File: src/rtl/duck_pkg.sv
`default_nettype none
//============================================================================
// Package : duck_pkg
// Desc    : Shared types and constants for the duck sprite controller.
// Rev     : 1.0
//============================================================================
package duck_pkg;

  typedef enum logic [2:0] {
    ST_IDLE   = 3'd0,
    ST_FLY    = 3'd1,
    ST_HIT    = 3'd2,
    ST_FALL   = 3'd3,
    ST_ESCAPE = 3'd4
  } duck_state_t;

  localparam int SPR_W    = 68;
  localparam int SPR_H    = 64;
  localparam int SCREEN_W = 640;

  localparam logic [2:0] FLY0  = 3'd0;
  localparam logic [2:0] FLY1  = 3'd1;
  localparam logic [2:0] FLY2  = 3'd2;
  localparam logic [2:0] HIT   = 3'd3;
  localparam logic [2:0] FALL0 = 3'd4;
  localparam logic [2:0] FALL1 = 3'd5;

  // Flying cycle wraps 0->1->2->0
  function automatic logic [2:0] next_fly_frame(input logic [2:0] cur);
    return (cur == FLY2) ? FLY0 : cur + 3'd1;
  endfunction

endpackage
`default_nettype wire

File: src/rtl/duck_addr_gen.sv
`default_nettype none
//============================================================================
// Module : duck_addr_gen
// Desc   : Bounding box test, horizontal mirror and registered ROM address.
// Rev    : 1.0
//============================================================================
module duck_addr_gen
  import duck_pkg::*;
(
  input  logic        clk,
  input  logic        reset_n,
  input  logic        active,
  input  logic        blank,
  input  logic [9:0]  draw_x,
  input  logic [9:0]  draw_y,
  input  logic [9:0]  x,
  input  logic [9:0]  y,
  input  logic        dir,
  output logic [12:0] rom_address,
  output logic        duck_on
);

  logic [10:0] w_x_end;
  logic [10:0] w_y_end;
  logic        w_in_x;
  logic        w_in_y;
  logic        w_in_box;
  logic [9:0]  w_col;
  logic [9:0]  w_col_m;
  logic [9:0]  w_row;
  logic [12:0] w_addr;
  logic [12:0] r_rom_address;
  logic        r_duck_on;

  // 11-bit ends so a sprite near the right/bottom edge never wraps
  assign w_x_end  = {1'b0, x} + 11'(SPR_W);
  assign w_y_end  = {1'b0, y} + 11'(SPR_H);
  assign w_in_x   = ({1'b0, draw_x} >= {1'b0, x}) && ({1'b0, draw_x} < w_x_end);
  assign w_in_y   = ({1'b0, draw_y} >= {1'b0, y}) && ({1'b0, draw_y} < w_y_end);
  assign w_in_box = blank && active && w_in_x && w_in_y;

  assign w_col   = draw_x - x;
  assign w_row   = draw_y - y;
  assign w_col_m = dir ? (10'(SPR_W - 1) - w_col) : w_col;
  assign w_addr  = 13'(w_row) * 13'(SPR_W) + 13'(w_col_m);

  always_ff @(posedge clk or negedge reset_n) begin
    if (!reset_n) begin
      r_rom_address <= '0;
      r_duck_on     <= 1'b0;
    end else begin
      r_rom_address <= w_in_box ? w_addr : 13'd0;
      r_duck_on     <= w_in_box;
    end
  end

  assign rom_address = r_rom_address;
  assign duck_on     = r_duck_on;

endmodule
`default_nettype wire

File: src/rtl/duck_sprite_ctrl.sv
`default_nettype none
//============================================================================
// Module : duck_sprite_ctrl
// Desc   : Duck life-cycle FSM, per-frame motion, animation and pixel address.
// Rev    : 1.0
//============================================================================
module duck_sprite_ctrl
  import duck_pkg::*;
#(
  parameter int FRAME_DIV = 6,
  parameter int HIT_HOLD  = 30,
  parameter int FLY_DX    = 2,
  parameter int FLY_DY    = 1,
  parameter int FALL_DY   = 4,
  parameter int TOP_Y     = 0,
  parameter int GROUND_Y  = 400
) (
  input  logic        vga_clk,
  input  logic        reset_n,
  input  logic        frame_start,
  input  logic [9:0]  DrawX,
  input  logic [9:0]  DrawY,
  input  logic        blank,
  input  logic        start,
  input  logic [9:0]  start_x,
  input  logic        start_dir,
  input  logic        shot,
  output logic [12:0] rom_address,
  output logic [2:0]  frame_sel,
  output logic        duck_on,
  output logic [9:0]  duck_x,
  output logic [9:0]  duck_y,
  output logic        busy,
  output logic        hit_pulse,
  output logic        escape_pulse,
  output logic        land_pulse
);

  localparam logic [7:0]  ANIM_LAST = 8'(FRAME_DIV - 1);
  localparam logic [7:0]  HOLD_LAST = 8'(HIT_HOLD - 1);
  localparam logic [11:0] X_MAX     = 12'(SCREEN_W - SPR_W);
  localparam logic [10:0] ESC_LIMIT = 11'(TOP_Y + FLY_DY);
  localparam logic [9:0]  GROUND_V  = 10'(GROUND_Y);

  duck_state_t r_state, w_state;
  logic [9:0]  r_x, w_x;
  logic [9:0]  r_y, w_y;
  logic        r_dir, w_dir;
  logic [2:0]  r_frame_sel, w_frame_sel;
  logic [7:0]  r_anim_cnt, w_anim_cnt;
  logic [7:0]  r_hold_cnt, w_hold_cnt;
  logic        r_hit_pulse, w_hit_pulse;
  logic        r_escape_pulse, w_escape_pulse;
  logic        r_land_pulse, w_land_pulse;

  logic [11:0] w_nx;
  logic [10:0] w_fall_sum;
  logic        w_active;

  // Candidate x in two's complement so a left step past 0 shows as negative
  assign w_nx       = r_dir ? ({2'b00, r_x} - 12'(FLY_DX)) : ({2'b00, r_x} + 12'(FLY_DX));
  assign w_fall_sum = {1'b0, r_y} + 11'(FALL_DY);

  always_ff @(posedge vga_clk or negedge reset_n) begin
    if (!reset_n) begin
      r_state        <= ST_IDLE;
      r_x            <= '0;
      r_y            <= '0;
      r_dir          <= 1'b0;
      r_frame_sel    <= '0;
      r_anim_cnt     <= '0;
      r_hold_cnt     <= '0;
      r_hit_pulse    <= 1'b0;
      r_escape_pulse <= 1'b0;
      r_land_pulse   <= 1'b0;
    end else begin
      r_state        <= w_state;
      r_x            <= w_x;
      r_y            <= w_y;
      r_dir          <= w_dir;
      r_frame_sel    <= w_frame_sel;
      r_anim_cnt     <= w_anim_cnt;
      r_hold_cnt     <= w_hold_cnt;
      r_hit_pulse    <= w_hit_pulse;
      r_escape_pulse <= w_escape_pulse;
      r_land_pulse   <= w_land_pulse;
    end
  end

  always_comb begin
    w_state        = r_state;
    w_x            = r_x;
    w_y            = r_y;
    w_dir          = r_dir;
    w_frame_sel    = r_frame_sel;
    w_anim_cnt     = r_anim_cnt;
    w_hold_cnt     = r_hold_cnt;
    w_hit_pulse    = 1'b0;
    w_escape_pulse = 1'b0;
    w_land_pulse   = 1'b0;

    case (r_state)
      ST_IDLE: begin
        if (start) begin
          w_state     = ST_FLY;
          w_x         = start_x;
          w_y         = GROUND_V;
          w_dir       = start_dir;
          w_frame_sel = FLY0;
          w_anim_cnt  = '0;
        end
      end

      ST_FLY: begin
        // A shot outranks an escape landing on the same cycle
        if (shot) begin
          w_state     = ST_HIT;
          w_frame_sel = HIT;
          w_hold_cnt  = '0;
          w_hit_pulse = 1'b1;
        end else if (frame_start) begin
          if ({1'b0, r_y} <= ESC_LIMIT) begin
            w_state        = ST_ESCAPE;
            w_escape_pulse = 1'b1;
          end else begin
            w_y = r_y - 10'(FLY_DY);
            if (w_nx[11] || (w_nx == 12'd0)) begin
              w_x   = '0;
              w_dir = 1'b0;
            end else if (w_nx >= X_MAX) begin
              w_x   = X_MAX[9:0];
              w_dir = 1'b1;
            end else begin
              w_x = w_nx[9:0];
            end
            if (r_anim_cnt == ANIM_LAST) begin
              w_anim_cnt  = '0;
              w_frame_sel = next_fly_frame(r_frame_sel);
            end else begin
              w_anim_cnt = r_anim_cnt + 8'd1;
            end
          end
        end
      end

      ST_HIT: begin
        if (frame_start) begin
          if (r_hold_cnt == HOLD_LAST) begin
            w_state     = ST_FALL;
            w_frame_sel = FALL0;
            w_anim_cnt  = '0;
          end else begin
            w_hold_cnt = r_hold_cnt + 8'd1;
          end
        end
      end

      ST_FALL: begin
        if (frame_start) begin
          if (w_fall_sum >= 11'(GROUND_Y)) begin
            w_y          = GROUND_V;
            w_state      = ST_IDLE;
            w_land_pulse = 1'b1;
          end else begin
            w_y = w_fall_sum[9:0];
            if (r_anim_cnt == ANIM_LAST) begin
              w_anim_cnt  = '0;
              w_frame_sel = (r_frame_sel == FALL0) ? FALL1 : FALL0;
            end else begin
              w_anim_cnt = r_anim_cnt + 8'd1;
            end
          end
        end
      end

      ST_ESCAPE: w_state = ST_IDLE;

      default: w_state = ST_IDLE;
    endcase
  end

  assign w_active = (r_state == ST_FLY) || (r_state == ST_HIT) || (r_state == ST_FALL);

  duck_addr_gen u_addr_gen (
    .clk         (vga_clk),
    .reset_n     (reset_n),
    .active      (w_active),
    .blank       (blank),
    .draw_x      (DrawX),
    .draw_y      (DrawY),
    .x           (r_x),
    .y           (r_y),
    .dir         (r_dir),
    .rom_address (rom_address),
    .duck_on     (duck_on)
  );

  assign frame_sel    = r_frame_sel;
  assign duck_x       = r_x;
  assign duck_y       = r_y;
  assign busy         = (r_state != ST_IDLE);
  assign hit_pulse    = r_hit_pulse;
  assign escape_pulse = r_escape_pulse;
  assign land_pulse   = r_land_pulse;

endmodule
`default_nettype wire
File: config.mk
export PLATFORM = sky130hd
export DESIGN_NAME = duck_sprite_ctrl
export DESIGN_NICKNAME = d
export VERILOG_FILES = /design/src/rtl/duck_pkg.sv /design/src/rtl/duck_addr_gen.sv /design/src/rtl/duck_sprite_ctrl.sv
export SDC_FILE = /design/constraint.sdc
export NUM_CORES = 1
export LEC_CHECK = 0
export BUFFER_PORTS_ARGS = -buffer_cell sky130_fd_sc_hd__buf_2
export CORE_AREA = 4 4 135 137
export DETAILED_ROUTE_END_ITERATION = 8
export DIE_AREA = 0 0 139 141
export SYNTH_ARGS = -nofsm -noshare
export SYNTH_HDL_FRONTEND = slang
export SYNTH_SLANG_ARGS = --single-unit
File: constraint.sdc
create_clock -name vga_clk -period 5 [get_ports vga_clk]
set_input_delay 1.5 -clock vga_clk [delete_from_list [all_inputs] [get_ports vga_clk]]
set_output_delay 1.5 -clock vga_clk [all_outputs]
set_load 0.1 [all_outputs]
# == After elaboration in Yosys (flattened, before gate mapping) ==
# Index checks and enable logic that the tools add are counted.
# classes
addsub,13
multipliers,1
order_cmp,7
eq_ne,24
n_mux,69
reduce_logical,22
# ops
op,n
10-bit two-way mux,13
8-bit two-way mux,12
3-bit two-way mux,19
8-bit one-hot mux with 4 select lines,1
10-bit one-hot mux with 3 select lines,1
2-bit != test (second input constant),12
3-bit one-hot mux with 4 select lines,2
10-bit by 7-bit adder with 11-bit output (second input constant),2
10-bit by 11-bit less-than comparator with 1-bit output,2
10-bit greater-or-equal comparator,2
10-bit one-hot mux with 2 select lines,1
10-bit subtractor,2
8-bit by 1-bit adder with 8-bit output (second input constant),2
1-bit two-way mux,16
8-bit one-hot mux with 2 select lines,1
3-bit != test (second input constant),5
13-bit by 10-bit adder with 13-bit output,1
13-bit two-way mux,1
12-bit by 10-bit greater-or-equal comparator with 1-bit output (second input constant),1
12-bit logical NOT,1
12-bit two-way mux,1
6-bit AND reduction,2
10-bit by 2-bit adder with 11-bit output (second input constant),1
10-bit by 3-bit adder with 11-bit output (second input constant),1
24 further kinds,34
# totals
register_bits,60
input_bits,37
out_inout_bits,41
wordCells,148

# == Logic depth before layout (Yosys ltp) ==
# logic_depth
depth_word,9
ltp_mapped,19
mapped_depth_nobuf,19

# == By module ==
# From an unflattened synthesis, not the netlist that was laid out.
# hier_totals
cells_unflattened,728
hier_area_um2,5928.2
# modules_own_cells
module,n_inst,cells_per_inst,area_per_inst_um2,seq_area_each_um2
duck_sprite_ctrl,1,421,3384.5,1151.1
duck_addr_gen,1,307,2543.7,350.3

# == Least setup slack after synthesis ==
# No wires, ideal clock.
# synth_path
path_type,input to register
start,input port DrawY[0]
end,register u_addr_gen.r_rom_address[12] (netlist: u_addr_gen.rom_address[12])
setup_ns,0.136
arrival_ns,4.809
required_time_ns,4.864
slack_ns,0.055
cell_stages,16
n_path_buf,0
cell_sequence,inv_1 -> ha_1 -> inv_1 -> fa_1 -> a21o_1 -> a21oi_1 -> or4b_2 -> o2111ai_1 -> ha_1 -> fa_1 -> xor2_1 -> ha_1 -> or3_1 -> o2111ai_1 -> xnor2_1 -> nor3_1
# synth_via
elab_chain_len,4
elab_cells_between_ends,8
cone_classes,add/sub: 2; mul: 1; order compare: 2; mux: 1; reduce/logical: 2
# synth_lines
item,line,rtl
from (decl),duck_sprite_ctrl.sv:22,"input logic [9:0] DrawY,"
"10-bit subtractor, or another cell as far along",duck_addr_gen.sv:43,assign w_row = draw_y - y;
10-bit by 5-bit multiplier with 11-bit output / 1-bit logical AND (equally long branches),"duck_addr_gen.sv:45, duck_addr_gen.sv:39",
13-bit by 10-bit adder with 13-bit output / 1-bit logical AND (equally long branches),"duck_addr_gen.sv:45, duck_addr_gen.sv:40",
13-bit two-way mux *,duck_addr_gen.sv:52,r_rom_address <= w_in_box ? w_addr : 13'd0;
to (signal assigned),duck_addr_gen.sv:52,
to (decl),duck_addr_gen.sv:32,logic [12:0] r_rom_address;
# Mark *: on every way between the ends. The rest lies on a longest branch, timed or not.
# A chain may end at the register's enable or synchronous reset.

# == Worst setup path after layout ==
# layout_path
start,input port DrawY[0]
end,register u_addr_gen.r_rom_address[11] (netlist: u_addr_gen.rom_address[11])
# Same word-level chain as after synthesis.

==> impl_results.html <==
<table>
<tr><th>Metric</th><th>Value</th></tr>
<tr><th colspan="2">Status</th></tr>
<tr><td>Status</td><td>finished, final reports clean</td></tr>
<tr><th colspan="2">Synth</th></tr>
<tr><td>Share of the yosys chip area belonging to registers</td><td>25.6%</td></tr>
<tr><td>Yosys Warn Count</td><td>0</td></tr>
<tr><td>Gate Count Post-Synth</td><td>702</td></tr>
<tr><td>Proportion of register bits with asynchronous set or reset after synthesis</td><td>100%</td></tr>
<tr><td>Average cell area after synthesis</td><td>8.36 um^2</td></tr>
<tr><td>Number of nets in the synthesized netlist</td><td>811</td></tr>
<tr><td>Synth area leader</td><td>sky130_fd_sc_hd__dfrtp_1</td></tr>
<tr><td>Post-synthesis cell area</td><td>0.00587 mm^2</td></tr>
<tr><td>Unique masters post-synth</td><td>76</td></tr>
<tr><td>Largest cells by area after synthesis</td><td>sky130_fd_sc_hd__dfrtp_1 (26%), sky130_fd_sc_hd__ha_1 (14%), sky130_fd_sc_hd__xnor2_1 (5.4%)</td></tr>
<tr><td>Most frequently used flop master after synthesis</td><td>sky130_fd_sc_hd__dfrtp_1</td></tr>
<tr><td>Post-synthesis register bit count</td><td>60</td></tr>
<tr><td>Share of the synthesized area in the top cell type</td><td>25.6%</td></tr>
<tr><td>EDFF count, synth</td><td>0</td></tr>
<tr><th colspan="2">Timing</th></tr>
<tr><td>Hold slack final</td><td>0.487 ns</td></tr>
<tr><td>Transition time at the pin with the least slew margin</td><td>0.847 ns</td></tr>
<tr><td>Final Critical Period</td><td>4.76 ns</td></tr>
<tr><td>Final Cycle Share</td><td>95.2%</td></tr>
<tr><td>Setup slack after layout</td><td>0.239 ns</td></tr>
<tr><td>Total count of max-transition violations in the final report</td><td>0</td></tr>
<tr><td>Hold violation count in the final report</td><td>0</td></tr>
<tr><td>Unrepaired setup endpoints after global routing</td><td>false</td></tr>
<tr><td>Sum of negative setup slack</td><td>0 ns</td></tr>
<tr><td>Worst slew margin relative to its limit</td><td>43.5%</td></tr>
<tr><td>Final setup violation count</td><td>0</td></tr>
<tr><td>Max frequency</td><td>210 MHz</td></tr>
<tr><td>Skew final</td><td>0.00707 ns</td></tr>
<tr><th colspan="2">Routing</th></tr>
<tr><td>Detailed-route vias per instance</td><td>5.36</td></tr>
<tr><td>Total detailed-routing wirelength</td><td>15900 um</td></tr>
<tr><td>Post-route antenna net violation count</td><td>0</td></tr>
<tr><td>DR vias</td><td>5465</td></tr>
<tr><td>Remaining routing DRC violations</td><td>0</td></tr>
<tr><td>First-pass DRT Iterations</td><td>5</td></tr>
<tr><td>First DRT Iteration DRCs</td><td>328</td></tr>
<tr><td>Avg WL per Cell</td><td>15.6 um</td></tr>
<tr><th colspan="2">Floorplanning</th></tr>
<tr><td>Die Y-Extent</td><td>141 um</td></tr>
<tr><td>Initial standard-cell utilization of the core</td><td>34.4%</td></tr>
<tr><td>Floorplan die width</td><td>139 um</td></tr>
<tr><td>Core area</td><td>0.0171 mm^2</td></tr>
<tr><td>Number of I/O pins</td><td>78</td></tr>
<tr><td>Number of placement rows</td><td>48</td></tr>
<tr><td>Die area</td><td>0.0196 mm^2</td></tr>
<tr><th colspan="2">GRT</th></tr>
<tr><td>Pin count of the biggest net entering global routing</td><td>38</td></tr>
<tr><td>M1 GR Usage</td><td>22.1%</td></tr>
<tr><td>Met2 demand-to-capacity share in global routing</td><td>26.8%</td></tr>
<tr><td>Number of global-route vias before repair</td><td>5319</td></tr>
<tr><td>GRT Max-Usage Layer</td><td>met2</td></tr>
<tr><td>Aggregate global-route resource usage</td><td>16.5%</td></tr>
<tr><td>Number of antenna violations at the first check in global routing</td><td>0</td></tr>
<tr><td>First-pass GRT wire length</td><td>26600 um</td></tr>
<tr><td>GR met3 Demand/Resource</td><td>3.15%</td></tr>
<tr><td>Remaining global-route overflow</td><td>0</td></tr>
<tr><th colspan="2">CTS</th></tr>
<tr><td>Clock Latency Late Sink</td><td>0.34 ns</td></tr>
<tr><td>H-tree levels</td><td>3</td></tr>
<tr><td>Number of clock buffers inserted by TritonCTS</td><td>9</td></tr>
<tr><td>Clock sink count</td><td>60</td></tr>
<tr><td>Post-CTS Repair Setup Buffers</td><td>0</td></tr>
<tr><td>Root Buffer Master</td><td>sky130_fd_sc_hd__clkbuf_16</td></tr>
<tr><td>Hold_buf cts</td><td>0</td></tr>
<tr><td>CTS tree</td><td>done</td></tr>
<tr><td>CTS clock-pin slew for the worst setup and hold paths</td><td>0.05 ns</td></tr>
<tr><td>Bufs on Longest Clock Path</td><td>2</td></tr>
<tr><th colspan="2">Worst setup path</th></tr>
<tr><td>CP arrival</td><td>5.01 ns</td></tr>
<tr><td>Required time of the worst setup path</td><td>5.24 ns</td></tr>
<tr><td>Crit Path Category</td><td>primary input to register</td></tr>
<tr><td>Critical path endpoint category</td><td>register</td></tr>
<tr><td>Max FO, Critical Path</td><td>2</td></tr>
<tr><td>Critical path startpoint category</td><td>primary input</td></tr>
<tr><th colspan="2">Finish</th></tr>
<tr><td>Most frequent cells in the layout</td><td>sky130_fd_sc_hd__buf_2 (77), sky130_fd_sc_hd__ha_1 (67), sky130_fd_sc_hd__dfrtp_1 (60)</td></tr>
<tr><td>Antenna diode instance count</td><td>0</td></tr>
<tr><td>Layout overhead on the synthesized area</td><td>18.8%</td></tr>
<tr><td># fillers</td><td>1758</td></tr>
<tr><td>Most frequent standard cell in the layout excluding fill and tap cells</td><td>sky130_fd_sc_hd__buf_2</td></tr>
<tr><td>Fraction of final layout cells sized beyond drive strength 1</td><td>18.0%</td></tr>
<tr><td>Final net count</td><td>898</td></tr>
<tr><th colspan="2">Placement</th></tr>
<tr><td>Buffers on Ports</td><td>77</td></tr>
<tr><td>Worst setup timing slack at the placement stage</td><td>-0.111 ns</td></tr>
<tr><td>HPWL after DPL</td><td>12500 um</td></tr>
<tr><td>Final weighted congestion of routability-driven global placement</td><td>0.848</td></tr>
<tr><th colspan="2">Run</th></tr>
<tr><td>Maxcap violations</td><td>0</td></tr>
<tr><th colspan="2">Min path</th></tr>
<tr><td>Kind of path behind the tightest hold check</td><td>register to register</td></tr>
</table>
==> layer usage <==
layer | up-vias | share of wire, %
li1 | 2767 | -
met1 | 2538 | 47
met3 | 30 | 5.4
met5 | - | 0
met2 | 130 | 45
met4 | 0 | 2.3
==> flip-flops by register name (all words and copies together), names as in the netlist, 3 cells and up <==
register                count
duck_x                     10
r_state                     3
u_addr_gen.rom_address     13
r_anim_cnt                  8
duck_y                     10
r_hold_cnt                  8
frame_sel                   3
==> cell usage after synthesis (11+ instances only) <==
cell	count
sky130_fd_sc_hd__o21ai_0	41
sky130_fd_sc_hd__clkbuf_1	15
sky130_fd_sc_hd__inv_1	51
sky130_fd_sc_hd__dfrtp_1	60
sky130_fd_sc_hd__o31ai_1	11
sky130_fd_sc_hd__a21oi_1	40
sky130_fd_sc_hd__and3_1	15
sky130_fd_sc_hd__nor2_1	55
sky130_fd_sc_hd__a31oi_1	13
sky130_fd_sc_hd__nand4_1	12
sky130_fd_sc_hd__ha_1	68
sky130_fd_sc_hd__xnor2_1	36
sky130_fd_sc_hd__nand3_1	16
sky130_fd_sc_hd__nand2b_1	13
sky130_fd_sc_hd__nand2_1	50
sky130_fd_sc_hd__nor3_1	30
sky130_fd_sc_hd__xor2_1	13
==> what timing repair did <==
item / in CTS / in global routing
gates resized for setup: 0 / 6
endpoints found under the setup margin: 0 / 3
endpoints found under the hold margin: 0 / 0
==> worst max-delay path, stage by stage <==
cell and delay (ns):
sky130_fd_sc_hd__buf_2 0.07, sky130_fd_sc_hd__inv_1 0.04, sky130_fd_sc_hd__ha_1 0.21, sky130_fd_sc_hd__inv_1 0.08, sky130_fd_sc_hd__fa_1 0.19, sky130_fd_sc_hd__a21o_1 0.11
sky130_fd_sc_hd__a21oi_1 0.06, sky130_fd_sc_hd__or4b_2 0.61, sky130_fd_sc_hd__o2111ai_1 0.15, sky130_fd_sc_hd__ha_1 0.31, sky130_fd_sc_hd__fa_1 0.49, sky130_fd_sc_hd__ha_2 0.34
sky130_fd_sc_hd__nor2_1 0.05, sky130_fd_sc_hd__nor2_2 0.15, sky130_fd_sc_hd__a31oi_2 0.11, sky130_fd_sc_hd__or3_1 0.31, sky130_fd_sc_hd__a211oi_1 0.22
==> per-stage QoR <==
| stage | cells | area [um^2] | utilization, % |
|---|---|---|---|
| detailed placement | 1003 | 6610 | 38.7 |
| global route | 1019 | 6970 | 40.9 |
| finish | 1019 | 6970 | 40.9 |
| CTS | 1019 | 6960 | 40.8 |
| floorplan | 702 | 5870 | - |
| global placement | 1003 | 6610 | 38.7 |
==> worst paths after layout <==
kind / slack [ns] / end / from / depth (start not counted)
setup / recovery: 0.24 / u_addr_gen.rom_address[11]$_DFF_PN0_ / DrawY[0] / 17
hold / removal: 0.49 / r_anim_cnt[7]$_DFFE_PN0P_ / r_anim_cnt[7]$_DFFE_PN0P_ / 1
setup reg to reg: 0.89 / u_addr_gen.rom_address[11]$_DFF_PN0_ / duck_y[4]$_DFFE_PN0P_ / 13
hold reg to reg: 0.49 / r_anim_cnt[7]$_DFFE_PN0P_ / r_anim_cnt[7]$_DFFE_PN0P_ / 1
max in group asynchronous: 2.89 / r_hold_cnt[7]$_DFFE_PN0P_ / reset_n / 2
min in group asynchronous: 1.26 / u_addr_gen.duck_on$_DFF_PN0_ / reset_n / 1
==> cells by family (layout without fill, tap and decap cells) <==
group                    Yosys count  in the layout  share of synthesized area [%]
flip-flops                        60             60                           25.6
AO/OA/AOI/OAI                    193            193                           22.8
multiplexers                       8              8                           1.47
buffers and inverters             75            167                           5.07
AND/OR/NAND/NOR                  245            245                           21.9
XOR/XNOR                          49             49                           7.31
adder cells (fa/ha/maj)           72             72                           15.9
==> layout make-up <==
| type | count | area, um^2 | area share (%) |
|---|---|---|---|
| tap | 225 | 282 | 4.04 |
| multi-input combinational | 567 | 4090 | 58.6 |
| clock inverter | 4 | 95.1 | 1.36 |
| clock buffer | 12 | 256 | 3.68 |
| timing repair buffer | 100 | 558 | 8.00 |
| sequential | 60 | 1500 | 21.5 |
| inverter | 51 | 191 | 2.74 |
Power is left out: the tool's default activity adds up to more than one toggle a clock period on the data nets, which glitch-free logic cannot reach.
